## config.mk

```make
export PLATFORM = sky130hd
export DESIGN_NAME = mem_arbiter_rr
export DESIGN_NICKNAME = d
export VERILOG_FILES = /design/src/rtl/mem_arbiter_rr.sv
export SDC_FILE = /design/constraint.sdc
export NUM_CORES = 1
export LEC_CHECK = 0
export BUFFER_PORTS_ARGS = -buffer_cell sky130_fd_sc_hd__buf_2
export CORE_AREA = 4 4 103 105
export CTS_BUF_LIST = sky130_fd_sc_hd__clkbuf_4 sky130_fd_sc_hd__clkbuf_8
export CTS_CLUSTER_DIAMETER = 50
export CTS_CLUSTER_SIZE = 30
export DETAILED_ROUTE_END_ITERATION = 16
export DIE_AREA = 0 0 107 109
export GPL_TIMING_DRIVEN = 0
export SKIP_CTS_REPAIR_TIMING = 1
export SYNTH_ARGS = -nofsm -noshare
export SYNTH_HDL_FRONTEND = slang
export SYNTH_SLANG_ARGS = --single-unit
```

## constraint.sdc

```tcl
create_clock -name clk -period 3 [get_ports clk]
set_input_delay 0.45 -clock clk [delete_from_list [all_inputs] [get_ports clk]]
set_output_delay 0.45 -clock clk [all_outputs]
set_load 0.1 [all_outputs]
```

## src/rtl/mem_arbiter_rr.sv

```systemverilog
`default_nettype none
// ============================================================================
// Module   : mem_arbiter_rr
// Purpose  : CNT-to-1 memory request arbiter with fixed or round-robin
//            selection, per-master caps and in-order response routing.
// Revision : 1.0
// ============================================================================
module mem_arbiter_rr #(
  parameter int CNT             = 2,
  parameter int REQ_WIDTH       = 64,
  parameter int RESP_WIDTH      = 32,
  parameter int QUEUE_DEPTH     = 4,
  parameter int MAX_OUTSTANDING = 2,
  parameter int MODE            = 1
) (
  input  logic                             clk,
  input  logic                             rst,
  input  logic [CNT-1:0]                   master_req_valid,
  output logic [CNT-1:0]                   master_req_ready,
  input  logic [CNT*REQ_WIDTH-1:0]         master_req_data,
  output logic [CNT-1:0]                   master_resp_valid,
  input  logic [CNT-1:0]                   master_resp_ready,
  output logic [RESP_WIDTH-1:0]            master_resp_data,
  output logic                             slave_req_valid,
  input  logic                             slave_req_ready,
  output logic [REQ_WIDTH-1:0]             slave_req_data,
  input  logic                             slave_resp_valid,
  output logic                             slave_resp_ready,
  input  logic [RESP_WIDTH-1:0]            slave_resp_data,
  output logic [$clog2(QUEUE_DEPTH+1)-1:0] inflight
);

  localparam int IDX_W    = (CNT > 1) ? $clog2(CNT) : 1;
  localparam int c_sum_w  = IDX_W + 1;
  localparam int c_cnt_w  = $clog2(MAX_OUTSTANDING + 1);
  localparam int c_occ_w  = $clog2(QUEUE_DEPTH + 1);
  localparam int c_ptr_w  = (QUEUE_DEPTH > 1) ? $clog2(QUEUE_DEPTH) : 1;
  localparam logic [c_cnt_w-1:0] c_max_out = c_cnt_w'(MAX_OUTSTANDING);
  localparam logic [c_occ_w-1:0] c_depth   = c_occ_w'(QUEUE_DEPTH);
  localparam logic [c_ptr_w-1:0] c_ptr_end = c_ptr_w'(QUEUE_DEPTH - 1);
  localparam logic [IDX_W-1:0]   c_idx_end = IDX_W'(CNT - 1);

  logic [IDX_W-1:0]   r_fifo [QUEUE_DEPTH];
  logic [c_ptr_w-1:0] r_wr_ptr, r_rd_ptr;
  logic [c_occ_w-1:0] r_count;
  logic [c_cnt_w-1:0] r_outst [CNT];
  logic [IDX_W-1:0]   r_rr_ptr, r_lock_idx;
  logic               r_lock;

  logic [REQ_WIDTH-1:0] w_req_arr [CNT];
  logic [CNT-1:0]       w_elig, w_inc, w_dec;
  logic [IDX_W-1:0]     w_sel_fp, w_sel_rr, w_sel, w_grant, w_head;
  logic                 w_any, w_full, w_nonempty, w_fire, w_pop;

  for (genvar i = 0; i < CNT; i++) begin : g_port
    assign w_req_arr[i]         = master_req_data[i*REQ_WIDTH +: REQ_WIDTH];
    assign w_elig[i]            = master_req_valid[i] && (r_outst[i] < c_max_out);
    assign w_inc[i]             = w_fire && (w_grant == IDX_W'(i));
    assign w_dec[i]             = w_pop && (w_head == IDX_W'(i));
    assign master_req_ready[i]  = w_inc[i];
    assign master_resp_valid[i] = slave_resp_valid && w_nonempty && (w_head == IDX_W'(i));

    a_no_overflow: assert property (@(posedge clk) disable iff (!rst)
      !(w_inc[i] && !w_dec[i] && (r_outst[i] == c_max_out)));
    a_no_underflow: assert property (@(posedge clk) disable iff (!rst)
      !(w_dec[i] && !w_inc[i] && (r_outst[i] == '0)));
  end

  always_comb begin
    w_sel_fp = '0;
    for (int i = CNT - 1; i >= 0; i--) begin
      if (w_elig[i]) w_sel_fp = IDX_W'(i);
    end
  end

  // Rotating scan; the extra sum bit keeps the wrap correct for non-power-of-two CNT.
  always_comb begin
    logic [c_sum_w-1:0] v_sum;
    logic [IDX_W-1:0]   v_idx;
    logic               v_found;
    w_sel_rr = '0;
    v_found  = 1'b0;
    for (int k = 0; k < CNT; k++) begin
      v_sum = {1'b0, r_rr_ptr} + c_sum_w'(k);
      v_idx = IDX_W'((v_sum >= c_sum_w'(CNT)) ? (v_sum - c_sum_w'(CNT)) : v_sum);
      if (!v_found && w_elig[v_idx]) begin
        w_sel_rr = v_idx;
        v_found  = 1'b1;
      end
    end
  end

  assign w_any      = |w_elig;
  assign w_sel      = (MODE == 1) ? w_sel_rr : w_sel_fp;
  assign w_grant    = r_lock ? r_lock_idx : w_sel;
  assign w_full     = (r_count == c_depth);
  assign w_nonempty = (r_count != '0);
  assign w_head     = r_fifo[r_rd_ptr];

  // Gated by rst so every handshake output is low the moment reset asserts.
  assign slave_req_valid  = rst && (r_lock || w_any) && !w_full;
  assign slave_req_data   = w_req_arr[w_grant];
  assign w_fire           = slave_req_valid && slave_req_ready;
  assign slave_resp_ready = w_nonempty && master_resp_ready[w_head];
  assign w_pop            = slave_resp_valid && slave_resp_ready;
  assign master_resp_data = slave_resp_data;
  assign inflight         = r_count;

  always_ff @(posedge clk or negedge rst) begin
    if (!rst) begin
      for (int i = 0; i < QUEUE_DEPTH; i++) r_fifo[i] <= '0;
      for (int i = 0; i < CNT; i++) r_outst[i] <= '0;
      r_wr_ptr   <= '0;
      r_rd_ptr   <= '0;
      r_count    <= '0;
      r_rr_ptr   <= '0;
      r_lock     <= 1'b0;
      r_lock_idx <= '0;
    end else begin
      if (w_fire) begin
        r_fifo[r_wr_ptr] <= w_grant;
        r_wr_ptr         <= (r_wr_ptr == c_ptr_end) ? '0 : r_wr_ptr + 1'b1;
        r_rr_ptr         <= (w_grant == c_idx_end) ? '0 : w_grant + 1'b1;
      end
      if (w_pop) r_rd_ptr <= (r_rd_ptr == c_ptr_end) ? '0 : r_rd_ptr + 1'b1;

      case ({w_fire, w_pop})
        2'b10:   r_count <= r_count + 1'b1;
        2'b01:   r_count <= r_count - 1'b1;
        default: r_count <= r_count;
      endcase

      for (int i = 0; i < CNT; i++) begin
        if (w_inc[i] && !w_dec[i])      r_outst[i] <= r_outst[i] + 1'b1;
        else if (w_dec[i] && !w_inc[i]) r_outst[i] <= r_outst[i] - 1'b1;
      end

      // Freeze the grant while the slave stalls so the payload cannot change mid-handshake.
      if (slave_req_valid && !slave_req_ready) begin
        r_lock     <= 1'b1;
        r_lock_idx <= w_grant;
      end else if (w_fire) begin
        r_lock <= 1'b0;
      end
    end
  end

  a_no_stray_resp: assert property (@(posedge clk) disable iff (!rst)
    !(slave_resp_valid && !w_nonempty));

endmodule
`default_nettype wire

```

Word level (Yosys, flattened, before mapping)
Index checks and enable logic that the tools add are counted.
Word-level totals
  logic and storage cells: 111
  output and inout port bits: 105
  flip-flop bits (word level): 18
Operators by class
  bitwise gates (word level): 5
  eq/ne operators: 5
  order comparisons: 11
  mux-type cells: 31
  add/subtract/negate cells: 12
  reduce and logical (&&, ||, !) cells: 35
Operators with widths (number)
  $mux 64: 3
  $logic_and 1x1->1: 21
  $mux 1: 18
  $mux 2: 6
  $add 2x1->2 const B: 4
  $reduce_bool 2->1: 4
  $logic_not 1->1: 7
  $eq 2x2->1 const B: 3
  $ge 3x3->1 const B: 2
  $lt 1x2->1 const B: 3
  $not 2->3: 2
  $pmux 3 s2: 1
  $bwmux 4: 1
  $ge 2x2->1 const B: 2
  $lt 2x2->1 const B: 2
  $sub 2x1->2 const B: 2
  $add 3x1->3 const B: 1
  $eq 3x3->1 const B: 1
  $lt 3x1->1 const B: 1
  $reduce_bool 3->1: 1
  $sub 3x1->3 const B: 1
  $add 1x1->2 const B: 1
  $bmux 1 s2: 1
  $demux 1 s2: 1
  8 further kinds: 10

Longest topological paths before layout
Gate-level depths: netlist of the first run.
  depth in word-level cells: 15
  depth in mapped cells: 10
  gate-level depth less buffers: 9

Worst setup path before layout of the first run
Ideal clock, no wire load.
  kind: register to register
  start: register r_count[0], in the netlist inflight[0]
  end: register r_outst[1] in the netlist's numbering
  required time: 2.875 ns
  setup slack: -1.195 ns
  arrival: 4.070 ns
  stages on the path, launching flop included: 10
  buffers on the path: 1
  cell sequence: dfrtp_1 > or3b_1 > o311a_1 > buf_2 > nand2_2 > nor2b_1 > ha_1 > xor2_1 > nor2_1 > xor2_1
On the way
  longest elaborated chain between the ends: 8
  elaborated cells between the ends (all ways): 15
Ends and longest elaborated chain
  from (decl): line 45  | logic [c_occ_w-1:0] r_count;
  from (signal assigned): line 128  | 2'b10: r_count <= r_count + 1'b1;
  from (signal assigned): line 129  | 2'b01: r_count <= r_count - 1'b1;
  from (signal assigned): line 130  | default: r_count <= r_count;
  $eq 3x3->1 (*): line 96  | assign w_full = (r_count == c_depth);
  $logic_not 1->1 (*): line 101  | assign slave_req_valid = rst && (r_lock || w_any) && !w_full;
  $logic_and 1x1->1 (*): line 101
  net slave_req_valid: line 24  | output logic slave_req_valid,
  $logic_and 1x1->1 (*): line 103  | assign w_fire = slave_req_valid && slave_req_ready;
  $logic_and 1x1->1 (*): line 58  | assign w_inc[i] = w_fire && (w_grant == IDX_W'(i));
  net master_req_ready[1]: line 19  | output logic [CNT-1:0] master_req_ready,
  $logic_not 1->1: line 135  | else if (w_dec[i] && !w_inc[i]) r_outst[i] <= r_outst[i] - 1'b1;
  $logic_and 1x1->1: line 135
  $reduce_bool 2->1 (no line)
  to (signal, indexed assignment): line 134  | if (w_inc[i] && !w_dec[i]) r_outst[i] <= r_outst[i] + 1'b1;
  to (signal, indexed assignment): line 135
  to (decl): line 46  | logic [c_cnt_w-1:0] r_outst [CNT];
Mark *: on every way through the listed nets, which the timed path passes. The rest lies on a longest branch.
A chain may end at the register's enable or synchronous reset.

Worst setup path after layout of the first run
  start: register r_outst[1] in the netlist's numbering
  end: output slave_req_data[21]
On the way
  longest elaborated chain between the ends: 13
  elaborated cells between the ends (all ways): 16
Ends and longest elaborated chain
  $lt 2x2->1 (*): line 57  | assign w_elig[i] = master_req_valid[i] && (r_outst[i] < c_max_out);
  $logic_and 1x1->1 (*): line 57
  $mux 1 (implied by the code) (2 in a row): line 86  | if (!v_found && w_elig[v_idx]) begin
  $mux 1: line 86
  $logic_not 1->1: line 86
  $logic_and 1x1->1: line 86
  $mux 1 (*): line 86
  $mux 1 (*): line 95  | assign w_grant = r_lock ? r_lock_idx : w_sel;
  $not 1->2 (implied by the code) (*): line 102  | assign slave_req_data = w_req_arr[w_grant];
  $mux 64 (implied by the code) (*) (3 in a row): line 102
  to (decl): line 26  | output logic [REQ_WIDTH-1:0] slave_req_data,
Mark *: on every way between the ends. The rest lies on a longest branch, timed or not. The select of a mux whose other input is x is not followed.

==> impl_metrics.tcl, run 1 <==
set metrics [dict create \
    die_h_um 109 \
    drive_gt1_share_pct 83.6 \
    syn-num-nets 366 \
    cts_max_path_buffers 2 \
    finalCriticalPeriod_ns 2.81 \
    numPortBuffers 240 \
    routedWlPerCell_um 15.9 \
    synth_ff_type "dfrtp_1" \
    cts_root_buf "clkbuf_8" \
    rsz0062_at_grt "false" \
    grt.total_usage_pct 13.4 \
    status "complete, no violations" \
    timing.setup.tns_ns 0 \
    die_w_um 107 \
    synth.cell_area_mm2 0.00200 \
    grt_pass1_vias 2308 \
    fmax_mhz 356 \
    stdcell_area_mm2 0.00346 \
    antenna_found_initial 1 \
    dieArea_mm2 0.0117 \
    cts_num_sinks 18 \
    syn_inst 189 \
    path_class "reg2out" \
    via_per_inst 4.06 \
    clock_skew_ns 0.00506 \
    synthTopCellsByArea "mux2_2 38%, dfrtp_1 22%, buf_4 14%" \
    grt.overflow.total 0 \
    hold_ws_ns 0.127 \
    tritoncts "yes" \
    start_util_pct 20.8 \
    ys_seq_area_share_pct 22.5 \
    clk_transition_reported_paths_ns 0.07 \
    crit_path_end_kind "output port" \
    crit_path_max_fanout 10 \
    post-dp-hpwl_um 8190 \
    ys_warn_count 0 \
    finalWorstSetupSlack_ns 0.194 \
    max_slew_margin_pct 65.1 \
    grt_max_degree 21 \
    yosys.area.top_type_share_pct 37.6 \
    arrival_ns 2.36 \
    clock_latency_ns 0.26 \
    setup_violations 0 \
    finalNetCount 611 \
    wl_um 9000 \
    synth_top_cell_by_area "mux2_2" \
    ys_ff_latch 18 \
    final_util_pct 35.9 \
    pre_cts_ws_ns 0.0791 \
    powerDensity_mw_per_mm2 1350 \
    ant_nets 0 \
    final_max_slew_viol_count 0 \
    syn_to_final_growth_pct 72.5 \
    drc 0 \
    htreeDepth 1 \
    synth.distinct_cells 24 \
    num_rows 36 \
    p_leak_nw 1.90 \
    cp.required_ns 2.55 \
    synth_edf_count 0 \
    gp_congestion 0.761 \
    worst_pin_slew_ns 0.527 \
    max_cap_violations 0 \
    n_antenna_cell 0 \
    start_kind "flop" \
    syn_avg_cell_area_um2 10.6 \
    drt_pass1_iterations 4 \
    min_period_over_period_pct 93.5 \
    first_iter_violations 80 \
    core-area_mm2 0.00964 \
    fill_cells 1010 \
    hold_viol_final 0 \
    cts_made_buffers 3 \
    synth-async-reset-ratio_pct 100 \
    hold_path_class "in2async" \
    grt_pass1_wl_um 12100 \
    ir_worst_vdd_mv 0.745 \
    pin_count 273 \
    vias 2298 \
    placed_area_mm2 0.00340 \
]
sequential cells by signal, summed over array words and instances (netlist names):
signal,count
r_lock,1
inflight,3
r_outst,4
r_rr_ptr,1
r_rd_ptr,2
r_fifo,4
r_lock_idx,1
r_wr_ptr,2
worst paths after layout:
check	to	slack (ns)	startpoint	cells past startpoint
worst max-delay path	slave_req_data[21]	0.19	r_outst[1]	6
worst min-delay path	r_wr_ptr[1]	0.13	rst	1
worst max register to register	inflight[2]	0.42	r_rd_ptr[0]	9
worst min register to register	r_outst[3]	0.48	r_outst[3]	1
max in group asynchronous	inflight[1]	2.54	rst	1
min in group clk	r_outst[3]	0.48	r_outst[3]	1
per-stage QoR:
step	power (W)	instances
finish	0.00467	566
global route	0.00487	566
CTS	0.00471	566
detailed placement	0.00450	562
global placement	0.00446	562
floorplan	0.00388	189
critical path, stage by stage, from the launching register on:
cell and delay, ns:
dfrtp_1 0.39, nor2b_1 0.16, a21bo_2 0.26, o21ai_4 0.30, buf_2 0.33, mux2_2 0.36, buf_2 0.29
Yosys cell counts, drive strengths merged, types with 3 or more instances:
master,number
nand3,4
nand2,5
mux2i,3
mux2,73
xor2,6
nor2,9
ha,8
buf,40
inv,6
nor2b,5
xnor2,3
dfrtp,18
kinds of logic (layout without fill, tap and decap cells):
kind of cell / Yosys count / in the layout / share of synthesized area, %
compound gates: 4 / 4 / 1.81
xor+xnor: 9 / 9 / 3.93
fa+ha+maj: 9 / 9 / 5.99
buf+inv: 46 / 290 / 15.9
flops: 18 / 18 / 22.5
mux: 77 / 77 / 43.6
simple gates: 26 / 26 / 6.30
cells in the final DEF (no fill, tap or decap):
| master | n |
|---|---|
| buf_2 | 242 |
| mux2_2 | 67 |
| buf_4 | 38 |
| dfrtp_1 | 15 |
| ha_1 | 8 |
| nor2_1 | 7 |
| inv_1 | 6 |
| mux2_1 | 6 |
| xor2_1 | 6 |
| nand2_1 | 4 |
| nand3_1 | 4 |
| clkbuf_8 | 4 |
| nor2b_1 | 3 |
| mux2i_1 | 3 |
| xnor2_1 | 3 |
| dfrtp_2 | 3 |
| a21bo_2 | 1 |
| o21ai_4 | 1 |
| nor3_1 | 1 |
| nand2b_1 | 1 |
| mux4_2 | 1 |
| or3b_1 | 1 |
| o311a_1 | 1 |
| nand2_2 | 1 |
| nor2b_4 | 1 |
| nor2_4 | 1 |
| nor2b_2 | 1 |
| nor2_2 | 1 |
| a21o_1 | 1 |
| fa_1 | 1 |
area by class of cell:
cell class                      instances  area [µm²]  share of cell area, %
Clock buffer                            4        55.1                   1.59
Multi-Input combinational cell        125        1260                   36.5
Buffer                                 40         295                   8.54
Timing Repair Buffer                  240        1200                   34.7
Sequential cell                        18         454                   13.1
Tap cell                              133         166                   4.81
Inverter                                6        22.5                  0.651
routing by layer:
metal | wire length, µm | up-vias | track usage (%)
met5 | 11 | - | 0
met3 | 966 | 10 | 4.85
met1 | 3370 | 1044 | 15.8
li1 | - | 1110 | -
met2 | 4540 | 132 | 23.4
met4 | 102 | 2 | 3.11
where the power goes:
group / switching (W) / internal [W] / leakage [nW]
Combinational: 0.00311 / 0.000896 / 1.66
Clock: 0.0000825 / 0.000117 / 0.0288
Sequential: 0.000101 / 0.000367 / 0.215
Total: 0.00329 / 0.00138 / 1.90
(Power assumes the default switching activity.)
==> run 2, diff against run 1 <==
--- a/config.mk
+++ b/config.mk
@@ -5,6 +5,7 @@
 export SDC_FILE = /design/constraint.sdc
 export NUM_CORES = 1
 export LEC_CHECK = 0
+export ABC_AREA = 1
 export BUFFER_PORTS_ARGS = -buffer_cell sky130_fd_sc_hd__buf_2
 export CORE_AREA = 4 4 103 105
 export CTS_BUF_LIST = sky130_fd_sc_hd__clkbuf_4 sky130_fd_sc_hd__clkbuf_8
==> run 2 against run 1 <==
Against the previous run:
- synthesized cell count rose by 94%
- first-iteration DRC count is 45% higher
- core utilization is 0.84 points higher
- synthesized area is 3.1% higher
- critical endpoint is now slave_req_data[58]
- largest cell class unchanged
==> impl_metrics.tcl, run 2 <==
set metrics [dict create \
    final_common_cell "buf_2" \
    die_w_um 107 \
    synth.most_common_cell "nand2_1" \
    crit_start "r_outst[1]" \
    layout.cells.most_common_list "249 x buf_2, 225 x nand2_1, 33 x buf_4" \
    cts_made_buffers 3 \
    num_rows 36 \
    synth_top_cell_by_area "nand2_1" \
    synth-async-reset-ratio_pct 100 \
    syn-num-nets 544 \
    crit_path_max_fanout 10 \
    wl_um 9370 \
    setup_violations 0 \
    gp_congestion 0.784 \
    n_antenna_cell 0 \
    crit_path_end_kind "output port" \
    ys_ff_latch 18 \
    dp.cells 740 \
    drc 0 \
    grt.overflow.total 0 \
    synth_ff_type "dfrtp_1" \
    synth.cell_area_mm2 0.00207 \
    vias 2990 \
    die_h_um 109 \
    core-area_mm2 0.00964 \
    finalNetCount 789 \
    cts_root_buf "clkbuf_8" \
    finalCriticalPeriod_ns 2.71 \
    post-dp-hpwl_um 8250 \
    grt_pass1_wl_um 13400 \
    finalWorstSetupSlack_ns 0.292 \
    cts_num_sinks 18 \
    syn_to_final_growth_pct 71.2 \
    synthTopCellsByArea "nand2_1 41%, dfrtp_1 22%, buf_4 12%" \
    drt_pass1_iterations 4 \
    routedWlPerCell_um 12.6 \
    hold_path_class "in2async" \
    tritoncts "yes" \
    fill_cells 1075 \
    fmax_mhz 369 \
    ys_seq_area_share_pct 21.8 \
    cts_max_path_buffers 2 \
    synth.distinct_cells 21 \
    ant_nets 0 \
    clock_skew_ns 0.00147 \
    dieArea_mm2 0.0117 \
    syn_avg_cell_area_um2 5.63 \
    synth_edf_count 0 \
    numPortBuffers 240 \
    arrival_ns 2.26 \
    max_slew_margin_pct 64.1 \
    max_cap_violations 0 \
    ys_top_cells_by_count "226 x nand2_1, 33 x buf_4, 18 x dfrtp_1" \
    regArea_um2 459 \
    start_kind "flop" \
    antenna_found_initial 0 \
    hold_viol_final 0 \
    grt.total_usage_pct 14.3 \
    min_period_over_period_pct 90.3 \
    grt_max_degree 21 \
    path_class "reg2out" \
    final_cells 744 \
    pin_count 273 \
    r2r_slack_ns 0.69 \
    clk_transition_reported_paths_ns 0.07 \
    htreeDepth 1 \
    ys_warn_count 0 \
    pre_cts_ws_ns 0.337 \
    yosys.area.top_type_share_pct 41.0 \
    first_iter_violations 116 \
    start_util_pct 21.4 \
    r2r_start "r_rd_ptr[0]" \
    rsz0062_at_grt "false" \
    status "complete, no violations" \
    placed_area_mm2 0.00348 \
    stdcell_area_mm2 0.00354 \
    via_per_inst 4.02 \
    drive_gt1_share_pct 49.1 \
    grt_pass1_vias 2799 \
    syn_inst 367 \
    clock_latency_ns 0.26 \
    reg2regPathDepth 13 \
    reg2reg_to "inflight[2]" \
    multiInputGateArea_mm2 0.00127 \
    worst_pin_slew_ns 0.543 \
    cp.required_ns 2.55 \
    final_max_slew_viol_count 0 \
]
run 2: cell count changes after synthesis, sizes merged, moves of 8 or more:
cell / change
mux2: -73
inv: +14
o21ai: +8
nand3: +10
nand2: +221
run 2: per-layer routing:
layer  vias up  wire length, µm  global-route usage [%]
li1       1569                -                       -
met1      1268             3570                    17.0
met2       149             4960                    27.0
met3         4              782                    2.84
met4         0               51                    2.47
met5         -                0                       0
run 2: worst max-delay path by stage:
| stage | end | slack [ns] | cells after the start |
|---|---|---|---|
| after floorplan | r_outst[1] | -0.04 | 9 |
| after global placement | slave_req_data[63] | 0.33 | 9 |
| after detailed placement | slave_req_data[63] | 0.34 | 9 |
| after CTS | slave_req_data[63] | 0.15 | 9 |
| after global routing | slave_req_data[32] | 0.03 | 9 |
| final | slave_req_data[58] | 0.29 | 9 |
run 2: area by class of cell:
class / count / area share (%)
Multi-Input combinational cell: 283 / 36.0
Timing Repair Buffer: 240 / 33.9
Sequential cell: 18 / 13.0
Buffer: 46 / 8.70
Tap cell: 133 / 4.70
Inverter: 20 / 2.12
Clock buffer: 4 / 1.56
run 2: critical path: stages (launching register included):
cell      delay (ns)
dfrtp_1         0.38
inv_2           0.06
nand2_1         0.07
nand2_1         0.06
nand2_1         0.06
nor2_2          0.34
clkbuf_1        0.40
nand2_1         0.10
nand2_1         0.08
buf_2           0.43
run 2: logic make-up (layout without fill, tap and decap cells):
group	Yosys count	count (layout)	share of synthesized area, %
simple gates	253	253	47.6
compound gates	15	15	3.75
buf+inv	66	310	18.5
xor+xnor	6	6	2.54
fa+ha+maj	9	9	5.81
flops	18	18	21.8
run 2: stage by stage:
stage,hold slack (ns),setup TNS [ns],utilization [%]
finish,0.129,0,36.7
global route,0.156,0,36.7
CTS,0.131,0,36.7
detailed placement,0.416,0,36.2
global placement,0.417,0,36.2
floorplan,0.154,-0.0433,-
Power of run 2 is left out: the tool's default activity adds up to more than one toggle a clock period on the data nets, which glitch-free logic cannot reach.
==> run 3, diff against run 2 <==
--- a/config.mk
+++ b/config.mk
@@ -7,12 +7,11 @@
 export LEC_CHECK = 0
 export ABC_AREA = 1
 export BUFFER_PORTS_ARGS = -buffer_cell sky130_fd_sc_hd__buf_2
-export CORE_AREA = 4 4 103 105
+export CORE_AREA = 2 2 107 109
 export CTS_BUF_LIST = sky130_fd_sc_hd__clkbuf_4 sky130_fd_sc_hd__clkbuf_8
-export CTS_CLUSTER_DIAMETER = 50
 export CTS_CLUSTER_SIZE = 30
 export DETAILED_ROUTE_END_ITERATION = 16
-export DIE_AREA = 0 0 107 109
+export DIE_AREA = 0 0 109 111
 export GPL_TIMING_DRIVEN = 0
 export SKIP_CTS_REPAIR_TIMING = 1
 export SYNTH_ARGS = -nofsm -noshare
==> constraint.sdc (replaced) <==
create_clock -name clk -period 3 [get_ports clk]
set_input_delay 0.6 -clock clk [delete_from_list [all_inputs] [get_ports clk]]
set_output_delay 0.6 -clock clk [all_outputs]
set_load 0.1 [all_outputs]
==> run 3 against run 2 <==
Against the previous run:
- core utilization down 4.4 points
- via count down 2.3%
- final area up 0.99%
- final cell count up 1.3%
- critical endpoint is now slave_req_data[59]
==> impl_metrics.tcl, run 3 (synthesized netlist as in run 2, its figures left out) <==
set metrics [dict create \
    htreeDepth 1 \
    fmax_mhz 353 \
    cts_max_path_buffers 2 \
    start_kind "flop" \
    arrival_ns 2.23 \
    cp_cell_sequence "inv_1 > nand2_1 > nor3_1 > nor2_4 > inv_2 > buf_4 > buf_2 > nand2_1 > nand2_1 > buf_2" \
    grt_pass1_vias 2530 \
    cts_num_sinks 18 \
    finalWorstSetupSlack_ns 0.167 \
    num_rows 39 \
    hold_path_class "in2async" \
    grt.overflow.total 0 \
    hold_viol_final 0 \
    tritoncts "yes" \
    pre_cts_ws_ns -0.0364 \
    max_stage_delay_ns 0.45 \
    cts_root_buf "clkbuf_8" \
    crit_path_end_kind "output port" \
    clock_skew_ns 0.00692 \
    die_w_um 109 \
    fill_cells 1262 \
    grt_max_degree 21 \
    start_util_pct 18.7 \
    via_per_inst 3.88 \
    max_slew_margin_pct 65.4 \
    die_h_um 111 \
    dieArea_mm2 0.0121 \
    vias 2922 \
    max_cap_violations 0 \
    min_period_over_period_pct 94.4 \
    drt_pass1_iterations 6 \
    layout.cells.most_common_list "240 x buf_2, 225 x nand2_1, 33 x buf_4" \
    syn_to_final_growth_pct 72.9 \
    cts_made_buffers 3 \
    cpMostUsedCell "nand2_1" \
    path_class "reg2out" \
    finalNetCount 789 \
    clock_latency_ns 0.25 \
    drive_gt1_share_pct 49.3 \
    crit_path_max_fanout 10 \
    drc 0 \
    multiInputGateArea_mm2 0.00128 \
    ant_nets 0 \
    status "complete, no violations" \
    n_antenna_cell 0 \
    worst_pin_slew_ns 0.515 \
    clk_transition_reported_paths_ns 0.07 \
    numPortBuffers 240 \
    first_iter_violations 156 \
    wl_um 9060 \
    final_common_cell "buf_2" \
    finalCriticalPeriod_ns 2.83 \
    routedWlPerCell_um 12.0 \
    antenna_found_initial 0 \
    regArea_um2 459 \
    grt_pass1_wl_um 12800 \
    setup_violations 0 \
    core-area_mm2 0.0111 \
    pin_count 273 \
    grt.total_usage_pct 13.6 \
    final_max_slew_viol_count 0 \
    cp.required_ns 2.40 \
    gp_congestion 0.873 \
    crit_slowest_cell "buf_2" \
    post-dp-hpwl_um 7830 \
]
## run 3: path summary, 6_finish.rpt
| kind | from | endpoint | slack, ns | depth (start not counted) |
|---|---|---|---|---|
| min | rst | r_rd_ptr[0] | 0.28 | 1 |
| max reg2reg | r_rd_ptr[0] | inflight[2] | 0.68 | 13 |
| min reg2reg | r_outst[0] | r_outst[0] | 0.47 | 1 |
| min in group clk | r_outst[0] | r_outst[0] | 0.47 | 1 |
| max in group asynchronous | rst | inflight[0] | 2.38 | 1 |
| max | r_outst[3] | slave_req_data[59] | 0.17 | 10 |
## run 3: final cells by class
| type | instances | area share (%) |
|---|---|---|
| sequential | 18 | 12.8 |
| clock buffer | 4 | 1.37 |
| timing repair buffer | 240 | 34.2 |
| multi-input combinational | 283 | 35.8 |
| buffer | 46 | 8.65 |
| tap | 143 | 5.01 |
| inverter | 20 | 2.10 |
## run 3: per-layer routing
metal | global-route usage (%) | vias up | part of all wire [%]
li1 | - | 1562 | -
met2 | 21.6 | 151 | 45
met1 | 18.6 | 1201 | 44
met3 | 2.76 | 8 | 9.3
met5 | 0 | - | 0
met4 | 3.33 | 0 | 1.6
## run 3: per-stage QoR
step / TNS (ns) / area (µm²) / hold WS, ns / instances / utilization [%]
after floorplan: -0.0433 / 2120 / 0.304 / 367 / -
after global placement: -0.0266 / 3500 / 0.461 / 750 / 31.6
after detailed placement: -0.0426 / 3500 / 0.464 / 750 / 31.6
after CTS: -0.0424 / 3550 / 0.294 / 754 / 32.0
after global routing: -0.00140 / 3570 / 0.311 / 754 / 32.3
final: 0 / 3570 / 0.279 / 754 / 32.3
## run 3: worst max-delay path: cells and delay by family, from the launching register on
| kind | cells | cell delay [ns] |
|---|---|---|
| simple gates | 5 | 0.61 |
| buf+inv | 5 | 1.00 |
| flops | 1 | 0.36 |
Power of run 3 is left out for the same reason.
